[config.mk]
export PLATFORM = sky130hd
export DESIGN_NAME = piso_stream_serializer_flat
export DESIGN_NICKNAME = d
export VERILOG_FILES = /design/src/rtl/piso_stream_serializer_pkg.sv /design/src/rtl/piso_stream_serializer_if.sv /design/src/rtl/piso_stream_serializer_beat_counter.sv /design/src/rtl/piso_stream_serializer.sv /design/src/flat_wrapper.sv
export SDC_FILE = /design/constraint.sdc
export NUM_CORES = 1
export LEC_CHECK = 0
export CORE_MARGIN = 2
export CORE_UTILIZATION = 40
export CTS_CLUSTER_DIAMETER = 100
export DETAILED_ROUTE_END_ITERATION = 12
export PLACE_DENSITY = 0.68
export SYNTH_ARGS = -nofsm -noshare
export SYNTH_HDL_FRONTEND = slang
export SYNTH_SLANG_ARGS = --single-unit
[constraint.sdc]
create_clock -name clk -period 2.2 [get_ports clk]
set_input_delay 0.44 -clock clk [delete_from_list [all_inputs] [get_ports clk]]
set_output_delay 0.44 -clock clk [all_outputs]
set_load 0.02 [all_outputs]
[src/rtl/piso_stream_serializer_pkg.sv]
// Shared types and elaboration helpers for the parallel-in/serial-out serializer.
// Latency: none (types and constant functions only).
// Backpressure: not applicable.
package piso_pkg;

    typedef enum logic {
        IDLE  = 1'b0,
        SHIFT = 1'b1
    } piso_state_t;

    // Number of serial beats needed to drain one parallel word.
    function automatic int beats(input int dw, input int lanes);
        return dw / lanes;
    endfunction

    // Beat counter width; a single-beat word still needs a 1-bit counter.
    function automatic int cnt_width(input int n);
        return (n > 1) ? $clog2(n) : 1;
    endfunction

endpackage

[src/rtl/piso_stream_serializer_if.sv]
// Bundles the word-side handshake and the serial-side outputs of the serializer.
// Latency: none (wiring only).
// Backpressure: s_ready from the slave gates every word transfer from the master.
interface piso_stream_serializer_if #(
    parameter int DATA_WIDTH = 16,
    parameter int LANES      = 1
) ();

    logic [DATA_WIDTH-1:0] s_data;
    logic                  s_valid;
    logic                  s_ready;
    logic                  msb_first;
    logic                  shift_en;
    logic [LANES-1:0]      serial_out;
    logic                  serial_valid;
    logic                  frame_start;
    logic                  frame_last;
    logic                  busy;

    // Producer / environment side.
    modport master (
        output s_data, s_valid, msb_first, shift_en,
        input  s_ready, serial_out, serial_valid, frame_start, frame_last, busy
    );

    // Serializer side.
    modport slave (
        input  s_data, s_valid, msb_first, shift_en,
        output s_ready, serial_out, serial_valid, frame_start, frame_last, busy
    );

endinterface

[src/rtl/piso_stream_serializer_beat_counter.sv]
// Modulo-BEATS beat counter with synchronous clear, enable and terminal-count flag.
// Latency: count updates on the edge after en/clr; tc is combinational from the count.
// Backpressure: none; en simply holds the count when low.
module piso_beat_counter
    import piso_pkg::*;
#(
    parameter int BEATS = 16,
    parameter int CNT_W = cnt_width(BEATS)
) (
    input  logic             clk,
    input  logic             reset_n,
    input  logic             clr,
    input  logic             en,
    output logic [CNT_W-1:0] cnt,
    output logic             tc
);

    localparam logic [CNT_W-1:0] LAST = CNT_W'(BEATS - 1);

    logic [CNT_W-1:0] cnt_q;
    logic [CNT_W-1:0] cnt_d;

    // Next count: clear wins, otherwise advance and wrap after the last beat.
    always_comb begin
        cnt_d = cnt_q;
        if (clr) begin
            cnt_d = '0;
        end else if (en) begin
            cnt_d = (cnt_q == LAST) ? '0 : cnt_q + CNT_W'(1);
        end
    end

    // Count register.
    always_ff @(posedge clk or negedge reset_n) begin
        if (!reset_n) begin
            cnt_q <= '0;
        end else begin
            cnt_q <= cnt_d;
        end
    end

    assign cnt = cnt_q;
    assign tc  = (cnt_q == LAST);

endmodule

[src/rtl/piso_stream_serializer.sv]
// Parallel-in/serial-out shifter: LANES bits per beat, runtime bit order, shift_en pacing.
// Latency: first beat visible right after the load edge; each beat holds until an edge with shift_en=1.
// Backpressure: s_ready is high in IDLE or on the last beat with shift_en=1, allowing zero-gap reloads.
module piso_stream_serializer
    import piso_pkg::*;
#(
    parameter int DATA_WIDTH = 16,
    parameter int LANES      = 1
) (
    input  logic                     clk,
    input  logic                     reset_n,
    piso_stream_serializer_if.slave  bus
);

    localparam int BEATS = beats(DATA_WIDTH, LANES);
    localparam int CNT_W = cnt_width(BEATS);

    // Refuse to build a geometry that cannot be drained in whole beats.
    if ((LANES < 1) || (LANES > DATA_WIDTH) || ((DATA_WIDTH % LANES) != 0)) begin : g_bad_geometry
        $error("piso_stream_serializer: DATA_WIDTH must be a non-zero multiple of LANES");
    end

    piso_state_t           state_q;
    piso_state_t           state_d;
    logic [DATA_WIDTH-1:0] sreg_q;
    logic [DATA_WIDTH-1:0] sreg_d;
    logic                  order_q;
    logic                  order_d;

    logic                  s_ready;
    logic                  cnt_clr;
    logic                  cnt_en;
    logic [CNT_W-1:0]      cnt;
    logic                  cnt_tc;
    logic                  live;

    logic [LANES-1:0]      msb_beat;
    logic [LANES-1:0]      lsb_beat;
    logic [LANES-1:0]      beat;

    piso_beat_counter #(
        .BEATS (BEATS),
        .CNT_W (CNT_W)
    ) u_beat_counter (
        .clk     (clk),
        .reset_n (reset_n),
        .clr     (cnt_clr),
        .en      (cnt_en),
        .cnt     (cnt),
        .tc      (cnt_tc)
    );

    // FSM next state, shifter and handshake; the word is captured only when s_ready is high.
    always_comb begin
        state_d = state_q;
        sreg_d  = sreg_q;
        order_d = order_q;
        s_ready = 1'b0;
        cnt_clr = 1'b0;
        cnt_en  = 1'b0;
        unique case (state_q)
            IDLE: begin
                s_ready = 1'b1;
                if (bus.s_valid) begin
                    state_d = SHIFT;
                    sreg_d  = bus.s_data;
                    order_d = bus.msb_first;
                    cnt_clr = 1'b1;
                end
            end
            SHIFT: begin
                if (bus.shift_en) begin
                    if (!cnt_tc) begin
                        // Move the next beat into the output end of the register.
                        sreg_d = order_q ? (sreg_q << LANES) : (sreg_q >> LANES);
                        cnt_en = 1'b1;
                    end else begin
                        // Last beat is being consumed: reload straight away or go idle.
                        s_ready = 1'b1;
                        cnt_clr = 1'b1;
                        if (bus.s_valid) begin
                            sreg_d  = bus.s_data;
                            order_d = bus.msb_first;
                        end else begin
                            state_d = IDLE;
                        end
                    end
                end
            end
            default: begin
                state_d = IDLE;
            end
        endcase
    end

    // State, shift register and latched bit order.
    always_ff @(posedge clk or negedge reset_n) begin
        if (!reset_n) begin
            state_q <= IDLE;
            sreg_q  <= '0;
            order_q <= 1'b0;
        end else begin
            state_q <= state_d;
            sreg_q  <= sreg_d;
            order_q <= order_d;
        end
    end

    // MSB-first takes the top lanes as they stand.
    assign msb_beat = sreg_q[DATA_WIDTH-1 -: LANES];

    // LSB-first reverses the bottom lanes so the earliest bit lands on the highest index.
    always_comb begin
        lsb_beat = '0;
        for (int i = 0; i < LANES; i++) begin
            lsb_beat[LANES-1-i] = sreg_q[i];
        end
    end

    // Output beat selection; everything is forced to zero outside a word.
    always_comb begin
        live = (state_q == SHIFT);
        beat = '0;
        if (live) begin
            beat = order_q ? msb_beat : lsb_beat;
        end
    end

    assign bus.s_ready      = s_ready;
    assign bus.serial_out   = beat;
    assign bus.serial_valid = live;
    assign bus.busy         = live;
    assign bus.frame_start  = live && (cnt == '0);
    assign bus.frame_last   = live && cnt_tc;

endmodule

[src/flat_wrapper.sv]
// flat-port wrapper written by rule: the top's interface ports become plain ports
module piso_stream_serializer_flat import piso_pkg::*;
#(
    parameter int DATA_WIDTH = 16,
    parameter int LANES      = 1
)
  (clk, reset_n, bus_s_data, bus_s_valid, bus_msb_first, bus_shift_en, bus_s_ready, bus_serial_out, bus_serial_valid, bus_frame_start, bus_frame_last, bus_busy);
  piso_stream_serializer_if #(.DATA_WIDTH(DATA_WIDTH), .LANES(LANES)) bus_i ();
  input  logic clk;
  input  logic reset_n;
  input wire logic [$bits(bus_i.s_data)-1:0] bus_s_data;
  input wire logic [$bits(bus_i.s_valid)-1:0] bus_s_valid;
  input wire logic [$bits(bus_i.msb_first)-1:0] bus_msb_first;
  input wire logic [$bits(bus_i.shift_en)-1:0] bus_shift_en;
  output wire logic [$bits(bus_i.s_ready)-1:0] bus_s_ready;
  output wire logic [$bits(bus_i.serial_out)-1:0] bus_serial_out;
  output wire logic [$bits(bus_i.serial_valid)-1:0] bus_serial_valid;
  output wire logic [$bits(bus_i.frame_start)-1:0] bus_frame_start;
  output wire logic [$bits(bus_i.frame_last)-1:0] bus_frame_last;
  output wire logic [$bits(bus_i.busy)-1:0] bus_busy;
  assign bus_i.s_data = bus_s_data;
  assign bus_i.s_valid = bus_s_valid;
  assign bus_i.msb_first = bus_msb_first;
  assign bus_i.shift_en = bus_shift_en;
  assign bus_s_ready = bus_i.s_ready;
  assign bus_serial_out = bus_i.serial_out;
  assign bus_serial_valid = bus_i.serial_valid;
  assign bus_frame_start = bus_i.frame_start;
  assign bus_frame_last = bus_i.frame_last;
  assign bus_busy = bus_i.busy;
  piso_stream_serializer #(.DATA_WIDTH(DATA_WIDTH), .LANES(LANES)) u_core (.clk(clk), .reset_n(reset_n), .bus(bus_i));
endmodule
Word level (Yosys, flattened, before mapping)
Index checks and enable logic that the tools add are counted.
{"block": "word_totals", "word_cells": 39, "regBits": 22}
{"block": "op_classes", "reduce_logical": 5, "muxes": 25, "n_eq_ne": 3, "n_addsub": 1, "n_bitwise": 1}
{"operator": "$mux W16", "n": 4}
{"operator": "$pmux W16 S2", "n": 1}
{"operator": "$mux W1", "n": 13}
{"operator": "$mux W4", "n": 3}
{"operator": "$pmux W1 S2", "n": 4}
{"operator": "$add A4 B1 Y4 const B", "n": 1}
{"operator": "$eq A4 B4 Y1 const B", "n": 1}
{"operator": "$logic_not A4 Y1", "n": 1}
{"operator": "$ne A2 B2 Y1 const B", "n": 2}
{"operator": "$logic_and A1 B1 Y1", "n": 2}
{"operator": "$reduce_and A2 Y1", "n": 1}
{"operator": "$reduce_bool A2 Y1", "n": 1}
{"operator": "$not A1 Y1", "n": 1}

Longest topological paths before layout
{"block": "depth", "word_depth": 6, "mapped_depth": 5, "ltp_nobuf": 5}

Hierarchy
From an unflattened synthesis, not the netlist that was laid out.
{"block": "hier_totals", "cells_unflattened": 115, "hier_area_um2": 1238.7}
{"module": "piso_stream_serializer", "cells_per_inst": 95, "area_each_um2": 1032.2, "n_inst": 1}
{"module": "piso_beat_counter", "cells_per_inst": 20, "area_each_um2": 206.4, "n_inst": 1}

Least setup slack after synthesis
Ideal clock, no wire load.
{"block": "synth_timing", "kind": "register to output", "start": "register u_core.state_q, in the netlist u_core.bus.busy", "end": "output port bus_frame_start", "slack_ps": 364, "n_path_buf": 2, "t_required_ps": 1760, "path_stages_with_launch": 5, "t_arrival_ps": 1396, "cell_sequence": "dfrtp_1 > buf_6 > clkbuf_1 > nand2_1 > nor3_1"}
{"block": "synth_between", "elab_chain_len": 1}
{"item": "from (decl)", "line_no": "piso_stream_serializer.sv:23", "source": "piso_state_t state_q;"}
{"item": "from (signal assigned)", "line_no": "piso_stream_serializer.sv:103", "source": "state_q <= state_d;"}
{"item": "$logic_and A1 B1 Y1", "line_no": "piso_stream_serializer.sv:133", "source": "assign bus.frame_start = live && (cnt == '0);"}
{"item": "to (decl)", "line_no": "flat_wrapper.sv:18", "source": "output wire logic [$bits(bus_i.frame_start)-1:0] bus_frame_start;"}
No other way between the ends.

Final worst setup path
{"block": "layout_timing", "start": "register u_core.u_beat_counter.cnt_q[0], in the netlist u_core.u_beat_counter.cnt[0]", "end": "output port bus_frame_last"}
{"block": "layout_between", "elab_chain_len": 2}
{"item": "from (decl)", "line_no": "piso_stream_serializer_beat_counter.sv:20", "source": "logic [CNT_W-1:0] cnt_q;"}
{"item": "from (signal assigned)", "line_no": "piso_stream_serializer_beat_counter.sv:38", "source": "cnt_q <= cnt_d;"}
{"item": "$eq A4 B4 Y1", "line_no": "piso_stream_serializer_beat_counter.sv:43", "source": "assign tc = (cnt_q == LAST);"}
{"item": "$logic_and A1 B1 Y1", "line_no": "piso_stream_serializer.sv:134", "source": "assign bus.frame_last = live && cnt_tc;"}
{"item": "to (decl)", "line_no": "flat_wrapper.sv:19", "source": "output wire logic [$bits(bus_i.frame_last)-1:0] bus_frame_last;"}
No other way between the ends.

==> key figures <==
Critical path
  – Max FO, Critical Path: 5
  – Slowest cell on the critical path: dfrtp_1
  – Critical Path RT: 1.76 ns
  – Slowest cell delay on critical path: 0.44 ns
  – Crit Path Class: reg2out
  – Setup crit start kind: flop
  – Crit-path cells: ha_1 > and3_1 > and2_1 > dlygate4sd2_1
  – WP data arrival: 1.69 ns
  – CP Capture Type: primary output

Clock tree
  – Clk sinks: 22
  – Clk root buf: clkbuf_4
  – Clock Path Buffers: 2
  – Reg clk slew, reported paths: between 0.1 and 0.15 ns
  – Post CTS Setup Buffer Count: 0
  – Clock latency on the worst-skew pair: 0.31 ns
  – TritonCTS clock tree: done
  – # hold bufs at CTS: 0
  – CTS Buf Count: 3
  – Htree depth: 1

Detailed routing
  – # DRC: 0
  – Drt initial violations: 91
  – Via count: 1,195
  – Via density: 5.64
  – 1st-pass router iterations: 4
  – Final antenna-violating net count: 0
  – Avg WL per Cell: 15.2 um
  – Routed WL: about 3200 um

Synthesis
  – Ranking of synthesized cells by area: dfrtp_1, mux2i_1, mux2_1
  – Syn nets: 160
  – Commonest cells post-synth: dfrtp_1, mux2i_1, a21oi_1
  – Post-synth EDFFs: 0
  – Sequential share of the synthesized area: 0.393
  – Ys async rst share: 1.00
  – Syn_area_per_cell: 10.2 um2
  – Flops & latches, synth: 22
  – Cells after synthesis: 137
  – Ys Warns: 0
  – Count leader, synth: dfrtp_1
  – Synthesized cell area: 1400 um2
  – Post-synthesis cell type count: 30
  – Yosys top cell by area: dfrtp_1
  – Top cell type's share of synthesized area: 0.393
  – Top FF cell, synth: dfrtp_1

STA
  – Slew @ Worst Pin: 0.384 ns
  – RSZ-0062 raised after global routing: false
  – Final Skew: 0.0134 ns
  – Tcrit/Tclk final: 0.968
  – Final setup fails: 0
  – Fin. Hold Viols: 0
  – Final setup TNS: 0 ns
  – Minimum clock period: 2.13 ns
  – Fin worst setup slack: 0.0701 ns
  – Slew Limit Fails: 0
  – Slew HR: 0.737
  – Max Fclk: 0.470 GHz

GRT
  – Aggregate global-route resource usage: 0.173
  – Overflow after GRT: 0
  – Largest net degree at the start of global routing: 23
  – First-pass GRT wire length: 5500 um
  – Vias in the first global route: 1,190
  – Antenna violations before repair: 0

Place
  – Post-placement setup slack: -0.132 ns
  – DP HPWL: approximately 2300 um
  – Port-buffer cells: 26
  – Cell count after placement: 208
  – Routability Congestion: 0.749

Final layout
  – Fraction of layout cells with a size suffix above 1: 0.114
  – Layout Nets: 190
  – Fin cells: 212
  – Fill count: approximately 310
  – Antenna cells: 0
  – Synth-to-Final Area Change: 26.4%

Floorplan
  – Rows: 21
  – Die Span Y: about 63 um
  – Core area: around 3300 um2
  – DIE AREA: 3990 um2
  – Io pins: 27
  – Starting Density: 0.420
  – Width of the die: 63.2 um

Run status
  – Outcome: finished clean

Hold path
  – Hold WC Path Type: in2async

Power and ir drop
  – Static leakage: between 0.8 and 0.9 nW
  – Max IR drop VDD: 0.000472 V
  – Cell Pwr Density: 896 nW/um2

Job
  – Max Cap Viol: 0
-- flip-flops by register name, summed over array words and instances (netlist names) --
signal                     cells
u_core.sreg_q                 16
u_core.bus.busy                1
u_core.order_q                 1
u_core.u_beat_counter.cnt      4
-- layout make-up --
class                           instances  area [um2]  share of cell area
Tap cell                               46        57.6              0.0325
Sequential cell                        22         551               0.311
Multi-Input combinational cell         95         747               0.422
Inverter                                8        30.0              0.0170
Timing Repair Buffer                   37         348               0.197
Clock buffer                            4        36.3              0.0205
-- critical path, delay by kind of cell (launching register included) --
kind,cells,cell delay (ns)
flops,1,0.44
simple gates,2,0.37
buf+inv,1,0.31
fa+ha+maj,1,0.26
-- cells in the final DEF (no fill, tap or decap), types with 3 or more instances in the layout --
cell type        synthesis  routed
clkdlybuf4s50_1          0      23
dfrtp_1                 22      22
mux2i_1                 18      18
a21oi_1                 13      13
nand2_1                 10      10
a221o_1                 10      10
mux2_1                  10      10
buf_4                    2      10
inv_1                    6       6
nand3_1                  4       4
and2_1                   3       3
o21ai_0                  3       3
o221ai_1                 3       3
a2111oi_0                3       3
a221oi_1                 3       3
clkbuf_4                 0       3
-- worst paths after layout --
path                                         startpoint               end  slack, ns  depth (start not counted)
max                        u_core.u_beat_counter.cnt[0]    bus_frame_last       0.07                          4
min                                             reset_n  u_core.sreg_q[2]       0.46                          2
max reg2reg                             u_core.bus.busy  u_core.sreg_q[1]       0.57                          4
min reg2reg                            u_core.sreg_q[6]  u_core.sreg_q[6]       0.56                          2
max in group asynchronous                       reset_n  u_core.sreg_q[8]       1.50                          2
min in group clk                       u_core.sreg_q[6]  u_core.sreg_q[6]       0.56                          2
-- where the power goes --
| group | switching [mW] | internal [mW] | total [mW] |
|---|---|---|---|
| Sequential | 0.159 | 0.550 | 0.709 |
| Combinational | 0.296 | 0.355 | 0.651 |
| Clock | 0.124 | 0.101 | 0.226 |
| Total | 0.579 | 1.01 | 1.59 |
-- stage by stage --
stage / power, mW / instance area (um2) / hold WS, ns / utilization
finish: 1.59 / 1770 / 0.459 / 0.530
global placement: 1.35 / 1740 / 0.519 / 0.522
floorplan: 1.15 / 1400 / 0.144 / -
detailed placement: 1.37 / 1740 / 0.526 / 0.522
global route: 1.71 / 1770 / 0.469 / 0.530
CTS: 1.60 / 1770 / 0.452 / 0.531
-- logic make-up after synthesis --
kind of cell | after synthesis | synth area share
flip-flops | 22 | 0.393
multiplexers | 28 | 0.209
AO/OA/AOI/OAI | 40 | 0.214
buffers and inverters | 20 | 0.0733
AND/OR/NAND/NOR | 25 | 0.0929
adder cells (fa/ha/maj) | 2 | 0.0179
-- per-layer routing --
metal,up-vias,track usage,wire length [um]
met5,-,0,0
li1,578,-,-
met1,585,0.205,1420
met2,30,0.322,1670
met3,2,0.0375,116
met4,0,0.0278,8
-- timing repair --
item                                    in CTS  in global routing
resized for setup                            3                  2
endpoints found under the setup margin       3                  1
pin swaps                                    0                  0
Power figures use the tool's default switching activity.
